**config.mk**
```make
export PLATFORM = sky130hd
export DESIGN_NAME = fetch_stage_unit
export DESIGN_NICKNAME = d
export VERILOG_FILES = /design/src/rtl/fetch_stage_unit_pkg.sv /design/src/rtl/pc_register.sv /design/src/rtl/fetch_stage_unit.sv
export SDC_FILE = /design/constraint.sdc
export NUM_CORES = 1
export LEC_CHECK = 0
export BUFFER_PORTS_ARGS = -buffer_cell sky130_fd_sc_hd__buf_2
export CORE_UTILIZATION = 52
export CTS_CLUSTER_SIZE = 25
export DETAILED_ROUTE_END_ITERATION = 10
export GPL_ROUTABILITY_DRIVEN = 0
export GPL_TIMING_DRIVEN = 0
export PLACE_DENSITY = 0.88
export REMOVE_ABC_BUFFERS = 1
export SLEW_MARGIN = 20
export SYNTH_ARGS = -nofsm -noshare
export SYNTH_HDL_FRONTEND = slang
export SYNTH_SLANG_ARGS = --single-unit
```
**constraint.sdc**
```tcl
create_clock -name clk -period 5.5 [get_ports clk]
set_input_delay 0.275 -clock clk [delete_from_list [all_inputs] [get_ports clk]]
set_output_delay 0.275 -clock clk [all_outputs]
set_load 0.02 [all_outputs]
```
**src/rtl/fetch_stage_unit_pkg.sv**
```systemverilog
// Shared constants and next-PC select encoding for the instruction-fetch stage.
package fetch_stage_unit_pkg;

  localparam int unsigned DEF_DATA_WIDTH   = 32;
  localparam int unsigned JUMP_INDEX_WIDTH = 26;
  localparam int unsigned PERF_WIDTH       = 32;

  localparam logic [DEF_DATA_WIDTH-1:0] DEF_RESET_PC = 32'h0000_0000;
  localparam logic [DEF_DATA_WIDTH-1:0] DEF_NOP_WORD = 32'h0000_0000;

  typedef enum logic [1:0] {
    PCSEL_SEQ    = 2'd0,
    PCSEL_BRANCH = 2'd1,
    PCSEL_JUMP   = 2'd2,
    PCSEL_JR     = 2'd3
  } pcsel_e;

  // Highest-priority redirect wins: JR, then J/JAL, then taken branch.
  function automatic pcsel_e pcsel_decode(input logic jr, input logic j, input logic br);
    if (jr) return PCSEL_JR;
    if (j)  return PCSEL_JUMP;
    if (br) return PCSEL_BRANCH;
    return PCSEL_SEQ;
  endfunction

endpackage

```
**src/rtl/pc_register.sv**
```systemverilog
// Loadable register with asynchronous active-high reset; used for the PC and IF/ID fields.
module pc_register #(
  parameter int unsigned            DATA_WIDTH  = 32,
  parameter logic [DATA_WIDTH-1:0]  RESET_VALUE = '0
) (
  input  logic                  clk,
  input  logic                  reset,
  input  logic                  load,
  input  logic [DATA_WIDTH-1:0] d,
  output logic [DATA_WIDTH-1:0] q
);

  always_ff @(posedge clk or posedge reset) begin
    if (reset)     q <= RESET_VALUE;
    else if (load) q <= d;
  end

endmodule

```
**src/rtl/fetch_stage_unit.sv**
```systemverilog
// MIPS instruction-fetch stage: PC, next-PC selection and IF/ID pipeline register.
// Optional build macro FETCH_PERF_COUNTERS_EN adds saturating fetch/stall/flush counters.
module fetch_stage_unit
  import fetch_stage_unit_pkg::*;
#(
  parameter int unsigned           DATA_WIDTH = DEF_DATA_WIDTH,
  parameter logic [DATA_WIDTH-1:0] RESET_PC   = DATA_WIDTH'(DEF_RESET_PC),
  parameter logic [DATA_WIDTH-1:0] NOP_WORD   = DATA_WIDTH'(DEF_NOP_WORD)
) (
  input  logic                        clk,
  input  logic                        reset,
  input  logic                        Stall,
  input  logic                        Flush,
  input  logic                        BranchTaken,
  input  logic [DATA_WIDTH-1:0]       BranchTarget,
  input  logic                        Jump,
  input  logic [JUMP_INDEX_WIDTH-1:0] JumpTarget,
  input  logic                        JumpReg,
  input  logic [DATA_WIDTH-1:0]       JumpRegAddr,
  input  logic [DATA_WIDTH-1:0]       InstructionIn,
  output logic [DATA_WIDTH-1:0]       PCOut,
  output logic [DATA_WIDTH-1:0]       IFID_Instruction,
  output logic [DATA_WIDTH-1:0]       IFID_PCPlus4,
  output logic                        IFID_Valid
`ifdef FETCH_PERF_COUNTERS_EN
  ,
  output logic [PERF_WIDTH-1:0]       FetchCount,
  output logic [PERF_WIDTH-1:0]       StallCount,
  output logic [PERF_WIDTH-1:0]       FlushCount
`endif
);

  localparam logic [DATA_WIDTH-1:0] ALIGN_MASK = ~DATA_WIDTH'(3);

  pcsel_e                pcsel;
  logic                  redirect;
  logic                  pc_load;
  logic [DATA_WIDTH-1:0] pc_plus4;
  logic [DATA_WIDTH-1:0] jump_target;
  logic [DATA_WIDTH-1:0] pc_next;
  logic                  ifid_load;
  logic [DATA_WIDTH-1:0] ifid_instr_d;
  logic [DATA_WIDTH-1:0] ifid_pcplus4_d;
  logic                  ifid_valid_d;

  assign pc_plus4    = PCOut + DATA_WIDTH'(4);
  // Pseudo-direct target uses the region bits of the jump's own PC+4 held in IF/ID.
  assign jump_target = DATA_WIDTH'({IFID_PCPlus4[DATA_WIDTH-1 -: 4], JumpTarget, 2'b00});

  // Next-PC selection; a redirect overrides a stall for the PC.
  always_comb begin
    pcsel   = pcsel_decode(JumpReg, Jump, BranchTaken);
    pc_next = pc_plus4;
    case (pcsel)
      PCSEL_JR:     pc_next = JumpRegAddr & ALIGN_MASK;
      PCSEL_JUMP:   pc_next = jump_target;
      PCSEL_BRANCH: pc_next = BranchTarget & ALIGN_MASK;
      default:      pc_next = pc_plus4;
    endcase
    redirect = (pcsel != PCSEL_SEQ);
    pc_load  = redirect | ~Stall;
  end

  // IF/ID update; flush inserts a bubble even while stalled.
  always_comb begin
    ifid_load      = Flush | ~Stall;
    ifid_instr_d   = InstructionIn;
    ifid_pcplus4_d = pc_plus4;
    ifid_valid_d   = 1'b1;
    if (Flush) begin
      ifid_instr_d   = NOP_WORD;
      ifid_pcplus4_d = '0;
      ifid_valid_d   = 1'b0;
    end
  end

  pc_register #(.DATA_WIDTH(DATA_WIDTH), .RESET_VALUE(RESET_PC)) u_pc (
    .clk(clk), .reset(reset), .load(pc_load), .d(pc_next), .q(PCOut)
  );

  pc_register #(.DATA_WIDTH(DATA_WIDTH), .RESET_VALUE(NOP_WORD)) u_ifid_instr (
    .clk(clk), .reset(reset), .load(ifid_load), .d(ifid_instr_d), .q(IFID_Instruction)
  );

  pc_register #(.DATA_WIDTH(DATA_WIDTH), .RESET_VALUE('0)) u_ifid_pcplus4 (
    .clk(clk), .reset(reset), .load(ifid_load), .d(ifid_pcplus4_d), .q(IFID_PCPlus4)
  );

  pc_register #(.DATA_WIDTH(1), .RESET_VALUE(1'b0)) u_ifid_valid (
    .clk(clk), .reset(reset), .load(ifid_load), .d(ifid_valid_d), .q(IFID_Valid)
  );

`ifdef FETCH_PERF_COUNTERS_EN
  logic fetch_evt;
  logic stall_evt;

  assign fetch_evt = ~Stall & ~Flush;
  assign stall_evt = Stall & ~Flush;

  // Saturating event counters.
  always_ff @(posedge clk or posedge reset) begin
    if (reset) begin
      FetchCount <= '0;
      StallCount <= '0;
      FlushCount <= '0;
    end else begin
      if (fetch_evt && (FetchCount != '1)) FetchCount <= FetchCount + PERF_WIDTH'(1);
      if (stall_evt && (StallCount != '1)) StallCount <= StallCount + PERF_WIDTH'(1);
      if (Flush && (FlushCount != '1))     FlushCount <= FlushCount + PERF_WIDTH'(1);
    end
  end
`endif

endmodule
```
Word level (Yosys, flattened, before mapping)
Index checks and enable logic that the tools add are counted.

storage, ports and cells
  bits in latches = 0
  bits in writable memories = 0
  bits in registers = 97
  output and inout port bits = 97
  memories kept = 0
  bits of input ports = 129
  ROM bits = 0

operators by class
  div/mod/pow operators = 0
  shift-type cells = 0
  muxes and demuxes = 16
  magnitude comparators = 0
  equality and inequality tests = 3
  bitwise logic cells = 3
  reduce and logical (&&, ||, !) cells = 1
  multiply operators = 0
  add/sub/neg operators = 1

operators by type and width
  kind                                                                   count
  32-bit case mux with 3 select lines                                    1
  32-bit two-way mux                                                     2
  32-bit by 3-bit adder with 32-bit output, second input constant        1
  2-bit two-way mux                                                      6
  1-bit two-way mux                                                      7
  2-bit equality test, second input constant                             2
  2-bit by 1-bit equality test with 1-bit output, second input constant  1
  1-bit OR                                                               2
  2-bit nonzero test                                                     1
  1-bit NOT                                                              1

Longest topological paths before layout
  depth after elaboration = 9
  depth in mapped cells = 7
  mapped depth without buffers = 6

Hierarchy
Synthesis repeated with hierarchy kept, for this count alone.

second synthesis, totals
  cells, all modules = 524
  area, all modules = 5943.2 um^2

modules (own cells, without submodules)
  module                           seq. area each (um^2)  area each (um^2)  cells each  times used
  pc_register at u_ifid_instr ...  800.8                  1348.8            69          3
  fetch_stage_unit                 0.0                    1853.0            314         1
  pc_register at u_ifid_valid      25.0                   43.8              3           1

Worst setup path before layout
No wires, ideal clock.

  kind = reg2reg
  start point = register u_pc.q[2]
  end point = register u_ifid_pcplus4.q[20]
  cell stages (with the launch flop) = 7
  clock period less this slack = 2.184 ns
  setup slack = 3.316 ns
  arrival time = 2.085 ns
  path through = dfrtp_1 > ha_1 > nand3_1 > or4_4 > buf_6 > or3_1 > a311oi_1

on the way
  cells in the longest elaborated chain, start to end = 2

ends and longest elaborated chain
  what                                      line                    RTL
  start, declared                           pc_register.sv:10       output logic [DATA_WIDTH-1:0] q
  start signal, assigned                    pc_register.sv:14       if (reset) q <= RESET_VALUE;
  start signal, assigned                    pc_register.sv:15       else if (load) q <= d;
  32-bit by 3-bit adder with 32-bit output  fetch_stage_unit.sv:46  assign pc_plus4 = PCOut + DATA_WIDTH'(4);
  32-bit two-way mux                        fetch_stage_unit.sv:70  if (Flush) begin
  end signal, assigned                      pc_register.sv:14
  end signal, assigned                      pc_register.sv:15
  end, declared                             pc_register.sv:10

Every way passes these cells.
A chain may end at the register's enable or synchronous reset.

Final worst setup path
  start point = register u_pc.q[2]
  end point = register u_pc.q[26]

on the way
  cells in the longest elaborated chain, start to end = 2

ends and longest elaborated chain
  what                                      line                    RTL
  32-bit by 3-bit adder with 32-bit output  fetch_stage_unit.sv:46
  32-bit case mux with 3 select lines       fetch_stage_unit.sv:54  case (pcsel)

Every way passes these cells.

==> results.ini <==
[yosys]
synthDominantCellAreaShare_pct = 44.6
async_flop_share_pct = 100
synth_flop_cell = dfrtp_1
synth_largest_area_cell = dfrtp_1
netlist_area_um2 = 5270
synth-seq-cells = 94
yosysSeqAreaShare_pct = 44.6
synth.distinct_cells = 49
synth_edf_count = 0
ys_top_cells_by_area = dfrtp_1, mux2i_1, xnor2_1, nor2_1, nand2_1
synthCells = 557
yosysWarningCount = 0
avgSynthCellArea_um2 = 9.46

[cts]
cts_buffer_depth = 2
cts_made_buffers = 9
ctsResizeCount = 0
h-tree-depth = 3
cts_tree = yes
cts_sinks = 94
clock_latency_ns = 0.37
clkTransAtPathRegs_ns = 0.09
cts_setup_buffers = 0
holdBufCountCts = 1
cts_root_buffer = clkbuf_8

[timing]
rsz0062_at_grt = no
tightest_slew_ns = 1.05
post-route-period-util_pct = 46.5
hold_viol = 0
fmaxAchievable_mhz = 391
setup-tns-final_ns = 0
timing.hold.ws_ns = 0.115
min_period_ns = 2.56
maxSlewHeadroom_pct = 29.3
fin_worst_skew_ns = 0.00610
setup_viol = 0
setup_slack_ns = 2.94
finalMaxSlewViolations = 0

[detailed_routing]
drt_pass1_iterations = 5
antenna_left = 0
drc = 0
wl_per_cell_um = 16.7
post_drt_via_cell_ratio = 5.71
drt-initial-drc-count = 290
drt-total-wl_um = 14600
vias = 4992

[critical_path]
endpoint = u_pc.q[26]$_DFFE_PP0P_
reg2regPathDepth = 6
required_ns = 5.71
critPathMaxFanout = 8
arrival_ns = 2.77
cp-startpoint = u_pc.q[2]$_DFFE_PP0P_
crit_type = reg2reg
worstSetupStartpointType = flop
ff2ff_setup_slack_ns = 2.94
r2r-end = u_pc.q[26]$_DFFE_PP0P_
r2r-start = u_pc.q[2]$_DFFE_PP0P_
end_kind = flop

[power]
power_leakage_nw = 3.12
vdd_drop_max_mv = 0.115
p_per_area_nw_per_um2 = 248

[grt]
grt_max_degree = 65
grtUsageMet1_pct = 36.0
antenna_found_initial = 0
grt_overflow = 0
first_global_vias = 4502
gr-usage-met2_pct = 44.2
met3_usage_pct = 4.68
grt_pass1_wl_um = 22400
top_usage_layer = met2
grt_use_total_pct = 27.7

[floorplanning]
die_area_um2 = 10500
boundaryPins = 226
core.rowCount = 36
die_w_um = 103
fp.dieH_um = 103
core_um2 = 9820
initial_utilization_pct = 53.7

[final_layout]
diodes = 0
drive_gt1_share_pct = 34.0
finalCoreUtilization_pct = 66.3
syn2layout_area_growth_pct = 23.6
final_nets = 870

[placed_design]
hpwl_um = 10300
place_ws_ns = 2.85
port_buffers = 219

[min_path]
min_path_type = in2reg

[job]
drv_cap = 0

[status]
status = finished, final reports clean

## cell type report
cell class,count,area [um2]
multi-input cells,408,2640
flip-flops and latches,94,2350
clock buffers,9,124
repair buffers,222,1160
fillers,782,3310
well taps,133,166
clock inverters,4,51.3
inverters,5,22.5
## worst max-delay path, cell delays in order, from the launching register on
cell and delay, ns:
dfrtp_1 0.48, ha_1 0.30, nand4b_1 0.43, nor4_1 0.69, nand3_1 0.17, xor2_1 0.19
o221ai_1 0.14
## report_power, final
part	total (W)	leakage (nW)	internal, W	switching, W
clock network	0.000435	0.0870	0.000203	0.000232
registers	0.000811	1.21	0.000742	0.0000695
logic	0.000371	1.82	0.000148	0.000223
## stage by stage
step | instance area, um2 | cells | power [W]
after floorplan | 5000 | 507 | 0.00101
final | 6510 | 875 | 0.00162
after global routing | 6510 | 875 | 0.00169
after global placement | 6260 | 859 | 0.00117
after detailed placement | 6320 | 861 | 0.00119
after CTS | 6510 | 875 | 0.00163
## cell usage after synthesis, drive strengths merged (7+ instances only)
cell type,instances
o221ai,23
nor2,67
mux2i,34
clkbuf,35
a21oi,17
nand2,58
or3,7
a22oi,28
nor4,12
a211oi,13
dfrtp,94
nand3,19
buf,16
o21ai,15
xnor2,30
nor3,14
nand4,16
xor2,17
## metal layers
| metal | vias to the layer above | part of all wire [%] |
|---|---|---|
| met5 | - | 0 |
| met4 | 0 | 3.0 |
| met2 | 251 | 48 |
| met3 | 35 | 7.2 |
| met1 | 2345 | 42 |
| li1 | 2361 | - |
## how the worst min path moves through the flow
stage                          from                          endpoint  cells after the start
floorplan                     Flush  u_ifid_pcplus4.q[26]$_DFFE_PP0P_                      1
global placement    JumpRegAddr[28]            u_pc.q[28]$_DFFE_PP0P_                      3
detailed placement            reset    u_ifid_instr.q[29]$_DFFE_PP0P_                      2
CTS                 JumpRegAddr[12]            u_pc.q[12]$_DFFE_PP0P_                      3
global route        JumpRegAddr[13]            u_pc.q[13]$_DFFE_PP0P_                      3
finish              JumpRegAddr[12]            u_pc.q[12]$_DFFE_PP0P_                      3
## cells by family after synthesis
logic type | count (synthesis) | synth area share [%]
AND/OR/NAND/NOR | 216 | 20.6
other | 1 | 0.0712
flip-flops | 94 | 44.6
adder cells (fa/ha/maj) | 1 | 0.237
XOR/XNOR | 47 | 7.81
multiplexers | 34 | 6.46
buffers and inverters | 56 | 5.58
AO/OA/AOI/OAI | 108 | 14.6
## sequential cells by signal, indices dropped and copies added, names as in the netlist
name and cells:
u_ifid_pcplus4.q 31, u_ifid_valid.q 1, u_pc.q 30, u_ifid_instr.q 32
## placed cells by master, fill, tap and decap left out, drive strengths merged
cell type / synthesis / layout
buf: 16 / 221
dfrtp: 94 / 94
nor2: 67 / 67
nand2: 58 / 58
mux2i: 34 / 34
xnor2: 30 / 30
a22oi: 28 / 28
o221ai: 23 / 23
nand3: 19 / 19
xor2: 17 / 17
a21oi: 17 / 17
nand4: 16 / 16
o21ai: 15 / 15
nor3: 14 / 14
a211oi: 13 / 13
nor4: 12 / 12
clkbuf: 35 / 9
or3: 7 / 7
and3: 5 / 5
nor2b: 5 / 5
and2: 4 / 4
a311oi: 4 / 4
inv: 4 / 4
o22ai: 3 / 3
and4: 3 / 3
clkinv: 1 / 3
or4: 3 / 3
a22o: 2 / 2
conb: 1 / 2
nand4b: 1 / 1
nor3b: 1 / 1
o21a: 1 / 1
o211a: 1 / 1
nand2b: 1 / 1
o31ai: 1 / 1
ha: 1 / 1
bufinv: 0 / 1
clkinvlp: 0 / 1
dlygate4sd3: 0 / 1
(Power assumes the default switching activity.)
